<file path="src/rtl/fb_ddr_write_combiner_pkg.sv">
// Shared widths, byte-enable constants and the staged/queued write entry type
// for the framebuffer-to-DDRAM write combiner.
package fb_ddr_write_combiner_pkg;

    localparam int unsigned FBW_ADDR_W  = 29;
    localparam int unsigned FBW_DATA_W  = 64;
    localparam int unsigned FBW_BE_W    = 8;
    localparam int unsigned FBW_PIX_W   = 32;
    localparam int unsigned FBW_ENTRY_W = FBW_ADDR_W + FBW_DATA_W + FBW_BE_W;

    localparam logic [FBW_BE_W-1:0] BE_LO = 8'h0F;
    localparam logic [FBW_BE_W-1:0] BE_HI = 8'hF0;

    typedef struct packed {
        logic [FBW_ADDR_W-1:0] addr;
        logic [FBW_DATA_W-1:0] data;
        logic [FBW_BE_W-1:0]   be;
    } fbw_entry_t;

    function automatic logic [FBW_BE_W-1:0] fbw_half_be(input logic hi);
        return hi ? BE_HI : BE_LO;
    endfunction

endpackage

</file>
<file path="src/rtl/fb_wr_fifo.sv">
// Synchronous show-ahead FIFO: a RAM-style store plus a registered head stage, so
// the head is stable while the consumer stalls and the next entry shows the cycle after a pop.
module fb_wr_fifo #(
    parameter int unsigned WIDTH = 8,
    parameter int unsigned AW    = 4
) (
    input  logic             clk,
    input  logic             rst,
    input  logic             push,
    input  logic [WIDTH-1:0] din,
    input  logic             pop,
    output logic [WIDTH-1:0] dout,
    output logic             empty,
    output logic             full,
    output logic [AW:0]      level
);

    localparam int unsigned DEPTH     = 2 ** AW;
    localparam logic [AW:0] LEVEL_MAX = {1'b1, {AW{1'b0}}};

    logic [WIDTH-1:0] r_mem [DEPTH];
    logic [AW:0]      r_wr_ptr;
    logic [AW:0]      r_rd_ptr;
    logic [WIDTH-1:0] r_dout;
    logic             r_out_valid;

    logic        w_mem_empty;
    logic        w_mem_full;
    logic        w_pop;
    logic        w_wr;
    logic        w_load;
    logic [AW:0] w_mem_cnt;

    always_comb begin
        w_mem_empty = (r_wr_ptr == r_rd_ptr);
        w_mem_full  = (r_wr_ptr[AW] != r_rd_ptr[AW]) && (r_wr_ptr[AW-1:0] == r_rd_ptr[AW-1:0]);
        w_pop       = pop && r_out_valid;
        w_wr        = push && !w_mem_full;
        // Refill the head stage whenever it is free or being consumed this cycle.
        w_load      = !w_mem_empty && (!r_out_valid || w_pop);
        w_mem_cnt   = r_wr_ptr - r_rd_ptr;
    end

    always_ff @(posedge clk) begin
        if (w_wr) begin
            r_mem[r_wr_ptr[AW-1:0]] <= din;
        end
    end

    always_ff @(posedge clk) begin
        if (rst) begin
            r_wr_ptr    <= '0;
            r_rd_ptr    <= '0;
            r_dout      <= '0;
            r_out_valid <= 1'b0;
        end else begin
            if (w_wr) begin
                r_wr_ptr <= r_wr_ptr + 1'b1;
            end
            if (w_load) begin
                r_dout      <= r_mem[r_rd_ptr[AW-1:0]];
                r_rd_ptr    <= r_rd_ptr + 1'b1;
                r_out_valid <= 1'b1;
            end else if (w_pop) begin
                r_out_valid <= 1'b0;
            end
        end
    end

    assign dout  = r_dout;
    assign empty = !r_out_valid;
    assign level = w_mem_cnt + {{AW{1'b0}}, r_out_valid};
    assign full  = (level == LEVEL_MAX);

endmodule

</file>
<file path="src/rtl/fb_ddr_write_combiner.sv">
// Merges 32-bit pixel writes into byte-enabled 64-bit DDRAM writes through a
// staging register and a show-ahead FIFO that absorbs DDRAM_BUSY stalls.
module fb_ddr_write_combiner
    import fb_ddr_write_combiner_pkg::*;
#(
    parameter int unsigned AW         = 4,
    parameter int unsigned IDLE_FLUSH = 8
) (
    input  logic                  clk,
    input  logic                  rst,
    input  logic                  in_we,
    input  logic [FBW_ADDR_W-1:0] in_addr,
    input  logic                  in_hi,
    input  logic [FBW_PIX_W-1:0]  in_data,
    input  logic                  in_flush,
    output logic                  DDRAM_CLK,
    input  logic                  DDRAM_BUSY,
    output logic [7:0]            DDRAM_BURSTCNT,
    output logic [FBW_ADDR_W-1:0] DDRAM_ADDR,
    output logic [FBW_DATA_W-1:0] DDRAM_DIN,
    output logic [FBW_BE_W-1:0]   DDRAM_BE,
    output logic                  DDRAM_WE,
    output logic                  DDRAM_RD,
    output logic [AW:0]           level,
    output logic                  overflow
);

    localparam int unsigned   CW       = $clog2(IDLE_FLUSH + 1);
    localparam logic [CW-1:0] IDLE_MAX = CW'(IDLE_FLUSH);
    localparam logic [CW-1:0] IDLE_HIT = CW'(IDLE_FLUSH - 1);

    fbw_entry_t    r_stage;
    logic          r_valid;
    logic [CW-1:0] r_idle_cnt;
    logic          r_overflow;

    fbw_entry_t             w_stage_nxt;
    logic                   w_valid_nxt;
    logic [CW-1:0]          w_idle_nxt;
    logic                   w_merge;
    logic                   w_idle_hit;
    logic                   w_flush;
    logic                   w_need_push;
    logic                   w_can_push;
    logic                   w_push;
    logic                   w_drop;
    logic                   w_pop;
    logic                   w_fifo_empty;
    logic                   w_fifo_full;
    logic [FBW_ENTRY_W-1:0] w_head_bits;
    fbw_entry_t             w_head;

    fb_wr_fifo #(
        .WIDTH (FBW_ENTRY_W),
        .AW    (AW)
    ) u_fifo (
        .clk   (clk),
        .rst   (rst),
        .push  (w_push),
        .din   (r_stage),
        .pop   (w_pop),
        .dout  (w_head_bits),
        .empty (w_fifo_empty),
        .full  (w_fifo_full),
        .level (level)
    );

    assign w_head = fbw_entry_t'(w_head_bits);
    assign w_pop  = DDRAM_WE && !DDRAM_BUSY;

    always_comb begin
        w_merge     = in_we && !in_flush && r_valid && (r_stage.addr == in_addr);
        // Fires on the cycle the idle count reaches IDLE_FLUSH, and keeps retrying if the FIFO is full.
        w_idle_hit  = r_valid && !in_we && (r_idle_cnt >= IDLE_HIT);
        w_flush     = in_flush || w_idle_hit;
        w_need_push = r_valid && (w_flush || (in_we && !w_merge));
        w_can_push  = !w_fifo_full || w_pop;
        w_push      = w_need_push && w_can_push;
        w_drop      = in_we && w_need_push && !w_can_push;
    end

    always_comb begin
        w_stage_nxt = r_stage;
        w_valid_nxt = r_valid;
        if (in_we) begin
            if (w_merge) begin
                if (in_hi) begin
                    w_stage_nxt.data[FBW_DATA_W-1:FBW_PIX_W] = in_data;
                end else begin
                    w_stage_nxt.data[FBW_PIX_W-1:0] = in_data;
                end
                w_stage_nxt.be = r_stage.be | fbw_half_be(in_hi);
            end else if (!w_drop) begin
                w_stage_nxt.addr = in_addr;
                w_stage_nxt.data = {in_data, in_data};
                w_stage_nxt.be   = fbw_half_be(in_hi);
                w_valid_nxt      = 1'b1;
            end
        end else if (w_push) begin
            w_valid_nxt = 1'b0;
        end

        w_idle_nxt = r_idle_cnt;
        if (in_we) begin
            w_idle_nxt = '0;
        end else if (r_idle_cnt != IDLE_MAX) begin
            w_idle_nxt = r_idle_cnt + CW'(1);
        end
    end

    always_ff @(posedge clk) begin
        if (rst) begin
            r_stage    <= '0;
            r_valid    <= 1'b0;
            r_idle_cnt <= '0;
            r_overflow <= 1'b0;
        end else begin
            r_stage    <= w_stage_nxt;
            r_valid    <= w_valid_nxt;
            r_idle_cnt <= w_idle_nxt;
            r_overflow <= r_overflow | w_drop;
        end
    end

    assign DDRAM_CLK      = clk;
    assign DDRAM_BURSTCNT = 8'd1;
    assign DDRAM_RD       = 1'b0;
    assign DDRAM_WE       = !w_fifo_empty;
    assign DDRAM_ADDR     = w_head.addr;
    assign DDRAM_DIN      = w_head.data;
    assign DDRAM_BE       = w_head.be;
    assign overflow       = r_overflow;

endmodule
</file>
<file path="config.mk">
export PLATFORM = sky130hd
export DESIGN_NAME = fb_ddr_write_combiner
export DESIGN_NICKNAME = d
export VERILOG_FILES = /design/src/rtl/fb_ddr_write_combiner_pkg.sv /design/src/rtl/fb_wr_fifo.sv /design/src/rtl/fb_ddr_write_combiner.sv
export SDC_FILE = /design/constraint.sdc
export NUM_CORES = 2
export LEC_CHECK = 0
export ABC_AREA = 1
export CAP_MARGIN = 20
export CORE_MARGIN = 1.5
export CORE_UTILIZATION = 30
export DETAILED_ROUTE_END_ITERATION = 7
export PLACE_DENSITY_LB_ADDON = 0.12
export SYNTH_ARGS = -nofsm -noshare
export SYNTH_HDL_FRONTEND = slang
export SYNTH_SLANG_ARGS = --single-unit
</file>
<file path="constraint.sdc">
create_clock -name clk -period 22 [get_ports clk]
set_input_delay 6.6 -clock clk [delete_from_list [all_inputs] [get_ports clk]]
set_output_delay 6.6 -clock clk [all_outputs]
set_load 0.01 [all_outputs]
</file>
# Word-level counts from Yosys, hierarchy flattened
# Memories as Yosys holds them, arrays and structs flattened. A register that Yosys moved wholly into a read port is not among the register bits.
# Index checks and enable logic that the tools add are counted.
# op_classes
n_addsub,5
order_cmp,1
n_eq_ne,11
mux,13
bitwise_logic,4
reduce_logical,36
# ops
cell,n
two-way mux 72 bit,2
two-way mux 32 bit,2
== test 29 bit,1
logical AND 1 bit,15
AND reduction 3 bit,4
adder 5 x 1 -> 5 bit (second input constant),2
inequality test 2 bit (second input constant),5
zero test 1 bit,9
two-way mux 1 bit,8
two-way mux 8 bit,1
bitwise OR 8 bit,1
adder 5 x 1 -> 5 bit,1
== test 5 bit,1
== test 5 bit (second input constant),1
subtractor 5 bit,1
adder 4 x 1 -> 4 bit (second input constant),1
== test 4 bit,1
greater-or-equal comparator 4 x 3 -> 1 bit (second input constant),1
logical OR 1 bit,4
inequality test 4 bit (second input constant),1
nonzero test 2 bit,2
inverter 1 bit,2
AND reduction 2 bit,1
OR reduction 2 bit,1
2 further kinds,2
# totals
ff_bits,118
ramBits,1616
input_bits,67
out_inout_bits,118
memories,1
# memory_table
name,words,width,rd,rd_ports_with_merged_regs,write_ports,line,text
u_fifo.r_mem,16,101,1,1,1,fb_wr_fifo.sv:21,logic [WIDTH-1:0] r_mem [DEPTH];

# Logic depth before layout (Yosys ltp)
# depth
depth_word,13
ltp_mapped,20

# Modules after synthesis
# Synthesis repeated with hierarchy kept, for this count alone.
# hier_totals
hier_cells,7538
area_unflattened_um2,76586.0
# modules_own_cells
module,n_inst,cells_each,area_per_inst_um2,seq_area_each_um2
fb_wr_fifo,1,6769,71411.0,50768.7
fb_ddr_write_combiner,1,769,5175.0,2142.1

==> summary.md <==
| Metric | Value |
|---|---|
| Status | `finished clean` |
| Gpl congestion | `approximately 0.81` |
| Share of post-route cells with drive strength above 1 | `under 10%` |
| Final setup TNS | `0 ns` |
| Row Count | `178` |
| Die footprint | `239000 sq um` |
| Required time of the worst setup path | `15.40 ns` |
| Synth cell types | `35` |
| Cell-internal power | `~6600 uW` |
| DP HPWL | `115000 microns` |
| Most common cell after layout, fill and taps aside | `edfxtp_1` |
| Final hold vios | `0` |
| Synth top area share | `68.5%` |
| Vias in the first global route | `44800` |
| Critical path's largest stage delay | `0.46 ns` |
| Slowest-stage cell, CP | `clkdlybuf4s50_1` |
| Detailed Routing Iterations Pass 1 | `5` |
| Area growth, synth to finish | `16.3%` |
| Seq pwr share | `42.0%` |
| Hold Crit Class | `reg2reg` |
| Yosys reg bits | `around 1800` |
| I/O pins | `185` |
| Post-CTS sizing | `0` |
| Worst path cell trace | `clkbuf_16 -> clkbuf_16 -> clkdlybuf4s50_1` |
| Final net count | `roughly 5700` |
| Largest net degree at the start of global routing | `~220` |
| Worst-skew pair later-pin latency | `roughly 0.96 ns` |
| Routed length per placed instance | `24.6 microns` |
| Hold Path End | `overflow` |
| Measured slew at the worst slew-check pin | `1.34 ns` |
| Post-synthesis cell area | `70800 sq um` |
| Placed Area | `approximately 76000 sq um` |
| DRC violations left | `0` |
| Largest family of logic cells by synthesized area | `compound AO/OA/AOI/OAI gates` |
| Sw power | `approximately 3200 uW` |
| Hold buffers post-CTS | `0` |
| Post-Synth XOR/XNOR Area | `0.297%` |
| Initial antenna violation count | `8` |
| Rel. slew slack | `10.5%` |
| CP bufs+invs | `3` |
| Core region area | `235000 sq um` |
| Startpoint class of the critical path | `clock port` |
| Die Wd | `489 microns` |
| Syn avg cell area | `12.8 sq um` |
| Crit path max-delay family | `buffers and inverters` |
| Finished Cell Area | `82300 sq um` |
| Mux share of post-synthesis cell area | `0%` |
| Async set or reset register ratio after synthesis | `0%` |
| First-pass GRT wire length | `319000 microns` |
| DR vias | `44800` |
| Kind of critical path | `clk2out` |
| Worst-path maximum fanout | `4` |
| Synth Area in Compound Gates | `13.3%` |
| Fin Clk Skew | `0.0303 ns` |
| Prevailing post-synth register cell | `edfxtp_1` |
| Gate power share | `23.9%` |
| Adder-cell area share of the yosys netlist | `less than 1%` |
| CTS tree | `yes` |
| Worst R2R Start | `u_fifo.r_rd_ptr[1]` |
| Starting DRT DRC Count | `between 3000 and 4000` |
| Worst hold start | `overflow` |
| Post-route ant nets | `0` |
| Initial Utilization | `30.1%` |
| Input/output buffers | `175` |
| Crit path capture type | `primary output` |
| Final slew viol count | `0` |
| Post-Synth Simple-Gate Area | `roughly 8.1%` |
| Area leader, netlist | `edfxtp_1` |
| Arrival time of the worst setup path | `11.71 ns` |
| Final setup viols | `0` |
| Post-synth EDFFs | `between 1500 and 2000` |
| GR Overflow Total | `0` |
| RR Endpoint | `u_fifo.r_mem[7][75]` |
| R2r setup slk | `15.83 ns` |
| Synth top area cells | `edfxtp_1, o21ai_0, dfxtp_1` |
| Power density cells | `120 nW/um^2` |
| Sw frac | `between 30% and 40%` |
| Drt via density | `around 5.0` |
| Max Cap Violations | `0` |
| R2R depth | `14` |
| Hold path cells | `2` |
| Die Height | `489 microns` |
| Max IR drop VDD | `0.000123 V` |
| Cell mode on critical path | `clkbuf_16` |
| Setup Buffers After CTS | `0` |
| Seq/Total Area, Yosys | `74.7%` |
| Gr usage total | `18.1%` |
| Synth warn | `0` |
| Clk pwr share | `34.1%` |
| Static Leak | `between 0.02 and 0.03 uW` |
| RSZ-0062 raised after global routing | `false` |
| Most frequent cells in the layout | `edfxtp_1, o21ai_0, nor2_1` |
| Post-Route WL | `219000 microns` |
| Syn Inst Count | `5515` |
| Clock-pin slew on the worst setup and hold paths | `0.06 ns` |
Yosys cell counts (3+ instances only):
library cell,instances
edfxtp_1,1616
xnor2_1,18
nand4_1,43
or2_2,3
clkbuf_1,313
nor3_1,21
buf_4,15
nor2_2,3
o211ai_1,44
o221ai_1,158
dfxtp_1,219
ha_1,15
o21ai_0,938
nor2_1,915
nand2_1,303
a31oi_1,101
inv_2,12
o22ai_1,246
inv_1,147
xor2_1,6
nand3_1,85
buf_1,21
buf_2,62
a21oi_1,169
nand2_2,5
nand3_2,23
buf_6,3
power groups by stage:
stage,combinational (uW),clock (uW),sequential (uW)
4_1_cts,2410,3450,4150
3_5_place_dp,2410,4.62,4230
6_report,2360,3370,4140
2_1_floorplan,1450,3.75,4140
3_3_place_gp,2410,4.62,4230
5_1_grt,2630,3580,4170
routing by layer:
metal / GRT usage [%] / routed length [microns] / vias to the layer above
li1: - / - / 20600
met1: 24.5 / 99900 / 22900
met2: 30.1 / 105000 / 980
met3: 2.23 / 7830 / 308
met4: 5.84 / 5800 / 0
met5: 0 / 0 / -
final cells by class:
class / count / area [sq um]
Antenna cell: 7 / 17.5
Clock buffer: 311 / 5850
Timing Repair Buffer: 256 / 2470
Clock inverter: 68 / 759
Inverter: 159 / 637
Tap cell: 3150 / 3940
Multi-Input combinational cell: 3114 / 15700
Fill cell: 22800 / 153000
Sequential cell: 1835 / 52900
kinds of logic after synthesis:
family	after synthesis
and+or+nand+nor	1407
xor gates and xnor gates	24
AOI/OAI and AO/OA	1658
other	2
buffers and inverters	573
adders and majority gates	16
DFF	1835
registers in the layout (all words and copies together), names as in the netlist:
| signal | cells |
|---|---|
| u_fifo.r_mem | 1616 |
| r_stage | 101 |
| u_fifo.dout | 101 |
| u_fifo.r_rd_ptr | 5 |
| u_fifo.r_wr_ptr | 5 |
| r_idle_cnt | 4 |
| overflow | 1 |
| r_valid | 1 |
| u_fifo.r_out_valid | 1 |
worst reg2reg max path, delay by kind of cell, from the launching register on:
family	cells	cell delay, ns
flops	1	0.92
simple gates	6	1.34
compound gates	2	0.41
fa+ha+maj	2	0.93
buf+inv	4	2.13
worst max-delay path by stage:
| stage | start | to | slack [ns] | cells after the start |
|---|---|---|---|---|
| finish | clk | DDRAM_CLK | 3.69 | 3 |
| global route | clk | DDRAM_CLK | 3.67 | 3 |
| CTS | clk | DDRAM_CLK | 3.68 | 3 |
| detailed placement | clk | DDRAM_CLK | 3.95 | 1 |
| global placement | clk | DDRAM_CLK | 3.95 | 1 |
| floorplan | clk | DDRAM_CLK | 4.28 | 1 |
stage by stage:
step                      power [uW]  std cells  hold slack, ns  utilization, %  worst slack (ns)
final                           9870       8900           0.464            35.0              3.69
after global routing           10400       8898           0.495            35.0              3.67
after CTS                      10000       8892           0.468            35.0              3.68
after detailed placement        6640       8514           0.459            32.2              3.95
after global placement          6640       8514           0.450            32.2              3.95
after floorplan                 5590       5522           0.444               -              4.28
Note: power is estimated with default switching activity, not from simulation.
